`config.mk`:
```
export PLATFORM = sky130hd
export DESIGN_NAME = i2s_rx_stream_flat
export DESIGN_NICKNAME = d
export VERILOG_FILES = /design/src/rtl/i2s_pkg.sv /design/src/rtl/i2s_rx_stream_if.sv /design/src/rtl/sync_fifo.sv /design/src/rtl/i2s_rx_stream.sv /design/src/flat_wrapper.sv
export SDC_FILE = /design/constraint.sdc
export NUM_CORES = 1
export LEC_CHECK = 0
export CORE_ASPECT_RATIO = 0.75
export CORE_MARGIN = 3
export CORE_UTILIZATION = 52
export DETAILED_ROUTE_END_ITERATION = 10
export DONT_BUFFER_PORTS = 1
export PLACE_DENSITY = 0.67
export SETUP_SLACK_MARGIN = 0.2
export SYNTH_ARGS = -nofsm -noshare
export SYNTH_HDL_FRONTEND = slang
export SYNTH_HIERARCHICAL = 1
export SYNTH_SLANG_ARGS = --single-unit
```
`constraint.sdc`:
```
create_clock -name clk -period 10.1 [get_ports clk]
set_clock_uncertainty 0.05 [all_clocks]
set_input_delay 1.515 -clock clk [delete_from_list [all_inputs] [get_ports clk]]
set_output_delay 1.515 -clock clk [all_outputs]
set_load 0.02 [all_outputs]
```
`src/rtl/i2s_pkg.sv`:
```
`default_nettype none
// ============================================================================
//  Module      : i2s_pkg
//  Description : Shared I2S constants, types and helpers for the RX/TX path.
//  Revision    : 1.0 - initial release
// ============================================================================
package i2s_pkg;

  // Bits per lrclk half-frame as produced by i2s_clock_gen
  localparam int I2S_HALF_FRAME_BITS = 32;
  // Default captured word width and MSB position (standard I2S one-bit delay)
  localparam int I2S_DATA_WIDTH      = 24;
  localparam int I2S_BIT_OFFSET      = 1;
  // Width of a counter that indexes every bit of a half-frame
  localparam int I2S_CNT_W           = $clog2(I2S_HALF_FRAME_BITS);

  typedef logic signed [I2S_DATA_WIDTH-1:0] sample_t;
  typedef logic [I2S_CNT_W-1:0]             bit_cnt_t;

  // Next half-frame bit index; holds at the last index of the half-frame
  function automatic bit_cnt_t bit_cnt_next(input bit_cnt_t cnt);
    return (cnt == bit_cnt_t'(I2S_HALF_FRAME_BITS - 1)) ? cnt : cnt + bit_cnt_t'(1);
  endfunction

endpackage
`default_nettype wire

```
`src/rtl/i2s_rx_stream_if.sv`:
```
`default_nettype none
// ============================================================================
//  Module      : i2s_rx_stream_if
//  Description : valid/ready sample stream between the I2S receiver and DSP.
//  Revision    : 1.0 - initial release
// ============================================================================
interface i2s_rx_stream_if #(
  parameter int DATA_WIDTH = 24
);
  logic signed [DATA_WIDTH-1:0] m_data;
  logic                         m_valid;
  logic                         m_ready;

  modport master (output m_data, output m_valid, input m_ready);
  modport slave  (input m_data, input m_valid, output m_ready);
endinterface
`default_nettype wire

```
`src/rtl/sync_fifo.sv`:
```
`default_nettype none
// ============================================================================
//  Module      : sync_fifo
//  Description : Single-clock first-word-fall-through FIFO with occupancy.
//                A push into a full FIFO only lands when a pop happens in
//                the same cycle; otherwise it is silently refused.
//  Revision    : 1.0 - initial release
// ============================================================================
module sync_fifo #(
  parameter int DATA_WIDTH = 24,
  parameter int DEPTH      = 4
) (
  input  logic                    clk,
  input  logic                    rst,
  input  logic                    i_push,
  input  logic [DATA_WIDTH-1:0]   i_data,
  input  logic                    i_pop,
  output logic [DATA_WIDTH-1:0]   o_data,
  output logic                    o_full,
  output logic                    o_empty,
  output logic [$clog2(DEPTH):0]  o_level
);

  localparam int c_AW = $clog2(DEPTH);

  logic [DATA_WIDTH-1:0] r_mem [DEPTH];
  logic [c_AW:0]         r_wr_ptr;
  logic [c_AW:0]         r_rd_ptr;
  logic [c_AW:0]         r_level;

  logic w_full;
  logic w_empty;
  logic w_do_push;
  logic w_do_pop;

  // Extra pointer MSB separates the full and empty cases when low bits match
  assign w_full    = (r_wr_ptr[c_AW] != r_rd_ptr[c_AW]) &&
                     (r_wr_ptr[c_AW-1:0] == r_rd_ptr[c_AW-1:0]);
  assign w_empty   = (r_wr_ptr == r_rd_ptr);
  assign w_do_pop  = i_pop & ~w_empty;
  // When full, the slot being written is the one being popped this cycle
  assign w_do_push = i_push & (~w_full | w_do_pop);

  // Storage write; cleared on reset so the head word reads 0 afterwards
  always_ff @(posedge clk) begin
    if (rst) begin
      for (int i = 0; i < DEPTH; i++) begin
        r_mem[i] <= '0;
      end
    end else if (w_do_push) begin
      r_mem[r_wr_ptr[c_AW-1:0]] <= i_data;
    end
  end

  // Pointer and occupancy bookkeeping, updated together
  always_ff @(posedge clk) begin
    if (rst) begin
      r_wr_ptr <= '0;
      r_rd_ptr <= '0;
      r_level  <= '0;
    end else begin
      if (w_do_push) r_wr_ptr <= r_wr_ptr + 1'b1;
      if (w_do_pop)  r_rd_ptr <= r_rd_ptr + 1'b1;
      case ({w_do_push, w_do_pop})
        2'b10:   r_level <= r_level + 1'b1;
        2'b01:   r_level <= r_level - 1'b1;
        default: r_level <= r_level;
      endcase
    end
  end

  assign o_data  = r_mem[r_rd_ptr[c_AW-1:0]];
  assign o_full  = w_full;
  assign o_empty = w_empty;
  assign o_level = r_level;

endmodule
`default_nettype wire

```
`src/rtl/i2s_rx_stream.sv`:
```
`default_nettype none
// ============================================================================
//  Module      : i2s_rx_stream
//  Description : Oversampling I2S receiver. Captures one channel's word per
//                frame and buffers it for a valid/ready consumer.
//  Revision    : 1.0 - initial release
// ============================================================================
module i2s_rx_stream
  import i2s_pkg::*;
#(
  parameter int DATA_WIDTH      = I2S_DATA_WIDTH,
  parameter int CAPTURE_CHANNEL = 0,
  parameter int BIT_OFFSET      = I2S_BIT_OFFSET,
  parameter int FIFO_DEPTH      = 4,
  parameter int SYNC_STAGES     = 2
) (
  input  logic                        clk,
  input  logic                        reset,
  input  logic                        bclk,
  input  logic                        lrclk,
  input  logic                        sdata,
  i2s_rx_stream_if.master             m_stream,
  output logic [$clog2(FIFO_DEPTH):0] level,
  output logic                        overflow,
  output logic                        short_frame,
  input  logic                        flags_clear
);

  localparam bit_cnt_t c_BIT_FIRST = bit_cnt_t'(BIT_OFFSET);
  localparam bit_cnt_t c_BIT_LAST  = bit_cnt_t'(BIT_OFFSET + DATA_WIDTH - 1);
  localparam logic     c_CAP_LVL   = (CAPTURE_CHANNEL != 0);

  logic [SYNC_STAGES-1:0] r_bclk_sync;
  logic [SYNC_STAGES-1:0] r_lrclk_sync;
  logic [SYNC_STAGES-1:0] r_sdata_sync;
  logic                   r_bclk_d;
  logic                   r_lrclk_prev;
  logic                   r_lr_valid;
  logic                   r_aligned;
  bit_cnt_t               r_bit_cnt;
  logic [DATA_WIDTH-1:0]  r_shift;
  logic                   r_overflow;
  logic                   r_short_frame;

  logic                   w_bclk_s;
  logic                   w_lrclk_s;
  logic                   w_sdata_s;
  logic                   w_rise;
  logic                   w_lr_change;
  logic                   w_lr_edge;
  bit_cnt_t               w_bit_idx;
  logic                   w_in_cap;
  logic                   w_in_window;
  logic                   w_capture;
  logic [DATA_WIDTH-1:0]  w_shift_base;
  logic [DATA_WIDTH-1:0]  w_word;
  logic                   w_push;
  logic                   w_pop;
  logic                   w_short_set;
  logic                   w_ovf_set;
  logic [DATA_WIDTH-1:0]  w_fifo_data;
  logic                   w_fifo_full;
  logic                   w_fifo_empty;

  // Input synchronisers plus the previous synchronised bclk for edge detect
  always_ff @(posedge clk) begin
    if (reset) begin
      r_bclk_sync  <= '0;
      r_lrclk_sync <= '0;
      r_sdata_sync <= '0;
      r_bclk_d     <= 1'b0;
    end else begin
      r_bclk_sync  <= {r_bclk_sync[SYNC_STAGES-2:0], bclk};
      r_lrclk_sync <= {r_lrclk_sync[SYNC_STAGES-2:0], lrclk};
      r_sdata_sync <= {r_sdata_sync[SYNC_STAGES-2:0], sdata};
      r_bclk_d     <= w_bclk_s;
    end
  end

  assign w_bclk_s    = r_bclk_sync[SYNC_STAGES-1];
  assign w_lrclk_s   = r_lrclk_sync[SYNC_STAGES-1];
  assign w_sdata_s   = r_sdata_sync[SYNC_STAGES-1];
  assign w_rise      = w_bclk_s & ~r_bclk_d;

  // lrclk_prev is only meaningful after the first bit event since reset, so
  // a true half-frame boundary needs that history; until one is seen the
  // receiver is mid-frame and must not capture or flag anything.
  assign w_lr_change = w_lrclk_s ^ r_lrclk_prev;
  assign w_lr_edge   = w_lr_change & r_lr_valid;

  // Index of the bit being sampled on this rise within its half-frame
  assign w_bit_idx   = w_lr_change ? '0 : bit_cnt_next(r_bit_cnt);
  assign w_in_cap    = (w_lrclk_s == c_CAP_LVL) & (r_aligned | w_lr_edge);
  assign w_in_window = (w_bit_idx >= c_BIT_FIRST) && (w_bit_idx <= c_BIT_LAST);
  assign w_capture   = w_rise & w_in_cap & w_in_window;

  // A boundary rise starts from an empty shift register
  assign w_shift_base = w_lr_change ? '0 : r_shift;
  assign w_word       = {w_shift_base[DATA_WIDTH-2:0], w_sdata_s};
  assign w_push       = w_capture & (w_bit_idx == c_BIT_LAST);

  // Capture half-frame ended after its MSB but before its LSB arrived
  assign w_short_set  = w_rise & w_lr_edge & r_aligned &
                        (r_lrclk_prev == c_CAP_LVL) &
                        (r_bit_cnt >= c_BIT_FIRST) && (r_bit_cnt < c_BIT_LAST);

  assign w_pop        = ~w_fifo_empty & m_stream.m_ready;
  assign w_ovf_set    = w_push & w_fifo_full & ~w_pop;

  // Half-frame bit counter and MSB-first shift register, advanced on bit events
  always_ff @(posedge clk) begin
    if (reset) begin
      r_lrclk_prev <= 1'b0;
      r_lr_valid   <= 1'b0;
      r_aligned    <= 1'b0;
      r_bit_cnt    <= '0;
      r_shift      <= '0;
    end else if (w_rise) begin
      r_lrclk_prev <= w_lrclk_s;
      r_lr_valid   <= 1'b1;
      r_bit_cnt    <= w_bit_idx;
      if (w_lr_edge) r_aligned <= 1'b1;
      if (w_capture) begin
        r_shift <= w_word;
      end else if (w_lr_change) begin
        r_shift <= '0;
      end
    end
  end

  // Sticky status flags; a set event in the clear cycle keeps the flag high
  always_ff @(posedge clk) begin
    if (reset) begin
      r_overflow    <= 1'b0;
      r_short_frame <= 1'b0;
    end else begin
      r_overflow    <= w_ovf_set   | (r_overflow    & ~flags_clear);
      r_short_frame <= w_short_set | (r_short_frame & ~flags_clear);
    end
  end

  sync_fifo #(
    .DATA_WIDTH (DATA_WIDTH),
    .DEPTH      (FIFO_DEPTH)
  ) u_fifo (
    .clk     (clk),
    .rst     (reset),
    .i_push  (w_push),
    .i_data  (w_word),
    .i_pop   (w_pop),
    .o_data  (w_fifo_data),
    .o_full  (w_fifo_full),
    .o_empty (w_fifo_empty),
    .o_level (level)
  );

  assign m_stream.m_data  = w_fifo_data;
  assign m_stream.m_valid = ~w_fifo_empty;
  assign overflow         = r_overflow;
  assign short_frame      = r_short_frame;

endmodule
`default_nettype wire

```
`src/flat_wrapper.sv`:
```
// flat-port wrapper written by rule: the top's interface ports become plain ports
module i2s_rx_stream_flat import i2s_pkg::*;
#(
  parameter int DATA_WIDTH      = I2S_DATA_WIDTH,
  parameter int CAPTURE_CHANNEL = 0,
  parameter int BIT_OFFSET      = I2S_BIT_OFFSET,
  parameter int FIFO_DEPTH      = 4,
  parameter int SYNC_STAGES     = 2
)
  (clk, reset, bclk, lrclk, sdata, level, overflow, short_frame, flags_clear, m_stream_m_data, m_stream_m_valid, m_stream_m_ready);
  i2s_rx_stream_if #(.DATA_WIDTH(DATA_WIDTH)) m_stream_i ();
  input  logic clk;
  input  logic reset;
  input  logic bclk;
  input  logic lrclk;
  input  logic sdata;
  output logic [$clog2(FIFO_DEPTH):0] level;
  output logic overflow;
  output logic short_frame;
  input  logic flags_clear;
  output wire logic [$bits(m_stream_i.m_data)-1:0] m_stream_m_data;
  output wire logic [$bits(m_stream_i.m_valid)-1:0] m_stream_m_valid;
  input wire logic [$bits(m_stream_i.m_ready)-1:0] m_stream_m_ready;
  assign m_stream_m_data = m_stream_i.m_data;
  assign m_stream_m_valid = m_stream_i.m_valid;
  assign m_stream_i.m_ready = m_stream_m_ready;
  i2s_rx_stream #(.DATA_WIDTH(DATA_WIDTH), .CAPTURE_CHANNEL(CAPTURE_CHANNEL), .BIT_OFFSET(BIT_OFFSET), .FIFO_DEPTH(FIFO_DEPTH), .SYNC_STAGES(SYNC_STAGES)) u_core (.clk(clk), .reset(reset), .bclk(bclk), .lrclk(lrclk), .sdata(sdata), .m_stream(m_stream_i), .level(level), .overflow(overflow), .short_frame(short_frame), .flags_clear(flags_clear));
endmodule
```
==> results.rst <==
.. list-table::
   :header-rows: 1

   * - Metric
     - Value
   * - Synthesized netlist net count
     - a little under 500
   * - Top cells by instance count after synthesis
     - sky130_fd_sc_hd__and2_1, sky130_fd_sc_hd__edfxtp_1, sky130_fd_sc_hd__dfxtp_1, sky130_fd_sc_hd__nor2_1, sky130_fd_sc_hd__mux4_2
   * - Count of state elements after synthesis
     - between 100 and 150
   * - Setup-failing EPs final
     - 0
   * - # diodes
     - 0
   * - Number of vias after detailed routing
     - between 3000 and 4000
   * - Largest net degree at the start of global routing
     - 38
   * - Slew of the pin with the lowest slew margin
     - 1.31 ns
   * - Largest area contributor in the netlist
     - sky130_fd_sc_hd__edfxtp_1
   * - # fillers
     - 893
   * - WL per Instance
     - between 15 and 20 microns
   * - Logic depth of the worst setup path including buffers
     - 7
   * - Worst reg-to-reg setup slack
     - 5.56 ns
   * - Maximum net fanout on the critical path
     - 25
   * - TritonRoute pass-1 iters
     - 5
   * - Die Span Y
     - 103 microns
   * - Category of the worst setup path capture point
     - flip-flop
   * - Setup TNS
     - 0 ns
   * - Hold Path Stages
     - 1
   * - Cell count after synthesis
     - 480
   * - Buffers plus inverters on the worst setup path
     - 0
   * - Cell with the largest stage delay on the worst path
     - sky130_fd_sc_hd__a2111oi_2
   * - DP Wirelength
     - about 8500 microns
   * - Cell Pwr Density
     - 184 nW/um^2
   * - Largest cells by area after synthesis
     - sky130_fd_sc_hd__edfxtp_1, sky130_fd_sc_hd__dfxtp_1, sky130_fd_sc_hd__and2_1, sky130_fd_sc_hd__mux4_2, sky130_fd_sc_hd__a22o_1
   * - Number of cells traversed by the worst register-to-register path
     - 7
   * - Seq/Total Area, Yosys
     - 59.3%
   * - Antenna violations before repair
     - 0
   * - Cell leakage power
     - approximately 2.6 nW
   * - Antenna Violating Nets Remaining
     - 0
   * - Die area
     - approximately 14000 sq um
   * - Crit path max-delay family
     - simple AND/OR/NAND/NOR gates
   * - Clk sinks
     - 147
   * - Proportion of netlist area held by the largest area contributor
     - 43.8%
   * - H-tree depth
     - 4
   * - Worst skew pair latency
     - 0.41 ns
   * - Total of buffers placed on input and output ports
     - 0
   * - Placed Instances
     - ~600
   * - Gr ovfl total
     - 0
   * - Relative slew slack
     - roughly an eighth
   * - Result of the run
     - completed
   * - Cell Count, Final, Fillers Out
     - about 650
   * - Final RePlAce weighted congestion
     - 0.897
   * - Critical Path Start Type
     - flip-flop
   * - GRT Util Overall
     - 19.7%
   * - Hold buffers post-CTS
     - 0
   * - Number of buffers added for setup after CTS
     - 0
   * - Worst vdd rail ir drop
     - 0.135 mV
   * - Number of DRC violations after detailed-routing iteration 0
     - approximately 480
   * - WL final
     - 12900 microns
   * - Ratio of routed vias to standard cells
     - between 5 and 6
   * - Number of buffers created by CTS
     - 17
   * - Rows
     - 34
   * - Number of primary I/O pins
     - 37
   * - Hold Slack
     - 0.383 ns
   * - RSZ-0062 raised after global routing
     - false
   * - Area of the mapped netlist
     - roughly 6600 sq um
   * - Max Cap Viol
     - 0
   * - Minimum clock period after layout
     - approximately 4.5 ns
   * - CORE AREA
     - approximately 12000 sq um
   * - Maximum clock rate
     - 220 MHz
   * - Max clock buf depth
     - 2
   * - TritonCTS clock tree
     - yes
   * - Hold crit path type
     - reg -> reg
   * - Wire length of the first global-routing pass
     - approximately 20000 microns
   * - Number of enable-type register cells in the synthesized netlist
     - 96
   * - Final-report max-slew violation count
     - 0
   * - Placed instance area
     - 6640 sq um
   * - Portion of the clock cycle consumed by the worst path in the final layout
     - 45.0%
   * - Count of different cell masters after synthesis
     - 59
   * - Post-synthesis to final-layout area growth
     - 10.2%
   * - Proportion of register bits with asynchronous set or reset after synthesis
     - 0%
   * - Fraction of final layout cells with drive strength greater than 1
     - between 20% and 30%
   * - DRC violation count after routing
     - 0
   * - Required @ worst endpoint
     - 10.09 ns
   * - Clock edge transition at the registers on the reported setup and hold paths
     - 0.06 ns
   * - Crit path kind
     - reg -> reg
   * - Most common flop cell mapped by yosys
     - sky130_fd_sc_hd__edfxtp_1
   * - Post-layout instance area
     - 7250 sq um
   * - Cells traversed along the worst timing path
     - ha_1 -> and2_2 -> o211ai_1 -> a2111oi_2 -> o41ai_4 -> nor4_4 -> or2_2
   * - Number of global-route vias before repair
     - 3576
   * - Number of warnings printed during yosys synthesis
     - 6
   * - Number of gates resized after CTS
     - 0
   * - Top-count cell post-synth
     - sky130_fd_sc_hd__and2_1
   * - Final-stage net count
     - just under 500
   * - Synthesized area per cell
     - 13.7 sq um
   * - Crit path DAT
     - 4.54 ns
   * - Final Hold Fails
     - 0
   * - Root Driver
     - sky130_fd_sc_hd__clkbuf_16
   * - Die X
     - ~140 microns
   * - Starting utilization of the core area
     - 55.1%
   * - Longest individual stage delay on the worst path
     - 0.95 ns
## cell usage in the layout, fill, tap and decap left out, types with 3 or more instances in the layout
cell type,n
sky130_fd_sc_hd__and2_1,99
sky130_fd_sc_hd__edfxtp_1,96
sky130_fd_sc_hd__mux2_2,3
sky130_fd_sc_hd__inv_4,3
sky130_fd_sc_hd__o211ai_1,5
sky130_fd_sc_hd__clkinv_4,4
sky130_fd_sc_hd__and2_2,9
sky130_fd_sc_hd__or2_2,4
sky130_fd_sc_hd__mux2i_1,3
sky130_fd_sc_hd__mux4_2,24
sky130_fd_sc_hd__xor2_1,5
sky130_fd_sc_hd__nand3_1,3
sky130_fd_sc_hd__dfxtp_1,50
sky130_fd_sc_hd__nand2_1,14
sky130_fd_sc_hd__a22o_1,22
sky130_fd_sc_hd__nand2b_1,3
sky130_fd_sc_hd__ha_1,4
sky130_fd_sc_hd__inv_6,3
sky130_fd_sc_hd__and2_4,11
sky130_fd_sc_hd__nor2_1,25
sky130_fd_sc_hd__clkbuf_16,20
sky130_fd_sc_hd__a21oi_1,10
sky130_fd_sc_hd__inv_1,10
sky130_fd_sc_hd__nor2b_1,10
## final timing paths
path | startpoint | to
worst max-delay path | u_core/r_bit_cnt[0]$_SDFFE_PP0P_ | u_core/u_fifo/r_mem[0][2]$_SDFFCE_PN0P_
worst min-delay path | u_core/r_bclk_sync[0]$_SDFF_PP0_ | u_core/r_bclk_sync[1]$_SDFF_PP0_
worst max register to register | u_core/r_bit_cnt[0]$_SDFFE_PP0P_ | u_core/u_fifo/r_mem[0][2]$_SDFFCE_PN0P_
worst min register to register | u_core/r_bclk_sync[0]$_SDFF_PP0_ | u_core/r_bclk_sync[1]$_SDFF_PP0_
## through the flow
stage / util (%) / power (mW) / setup WS, ns
floorplan: - / 0.705 / 6.26
global placement: 55.5 / 0.711 / 5.80
detailed placement: 55.5 / 0.713 / 5.59
CTS: 60.7 / 1.35 / 5.57
global route: 60.7 / 1.38 / 5.20
finish: 60.7 / 1.34 / 5.56
## routing by layer
| metal | track usage (%) | vias to the layer above | wire, microns |
|---|---|---|---|
| met4 | 6.35 | 2 | 127 |
| met2 | 27.5 | 97 | 5490 |
| met3 | 5.56 | 13 | 787 |
| met1 | 29.5 | 1850 | 6470 |
| met5 | 2.78 | - | 54 |
| li1 | - | 1722 | - |
## state kept, by name (all words and copies together) (netlist names), 3 cells and up, named ones only
signal / flops
u_core/u_fifo/r_rd_ptr: 3
u_core/u_fifo/r_mem: 96
u_core/u_fifo/r_wr_ptr: 3
u_core/u_fifo/o_level: 3
u_core/r_shift: 23
u_core/r_bit_cnt: 5
## logic make-up after synthesis
logic type | share of synthesized area [%]
AO/OA/AOI/OAI | 7.55
XOR/XNOR | 1.67
adder cells (fa/ha/maj) | 1.06
buffers and inverters | 3.12
flip-flops | 59.3
multiplexers | 9.18
AND/OR/NAND/NOR | 18.1
## final cells by class
type	count	area [sq um]	share of cell area, %
clock buffer	21	504	6.95
clock inverter	11	110	1.52
inverter	10	37.5	0.518
multi-input combinational	296	2480	34.2
sequential	147	3910	53.9
tap	162	203	2.80
timing repair buffer	2	15.0	0.207
## where the power goes
group          internal [mW]  switching [mW]  total (mW)
Clock                  0.388           0.248       0.636
Combinational         0.0101          0.0226      0.0327
Sequential             0.659         0.00782       0.667
Power figures use the tool's default switching activity.
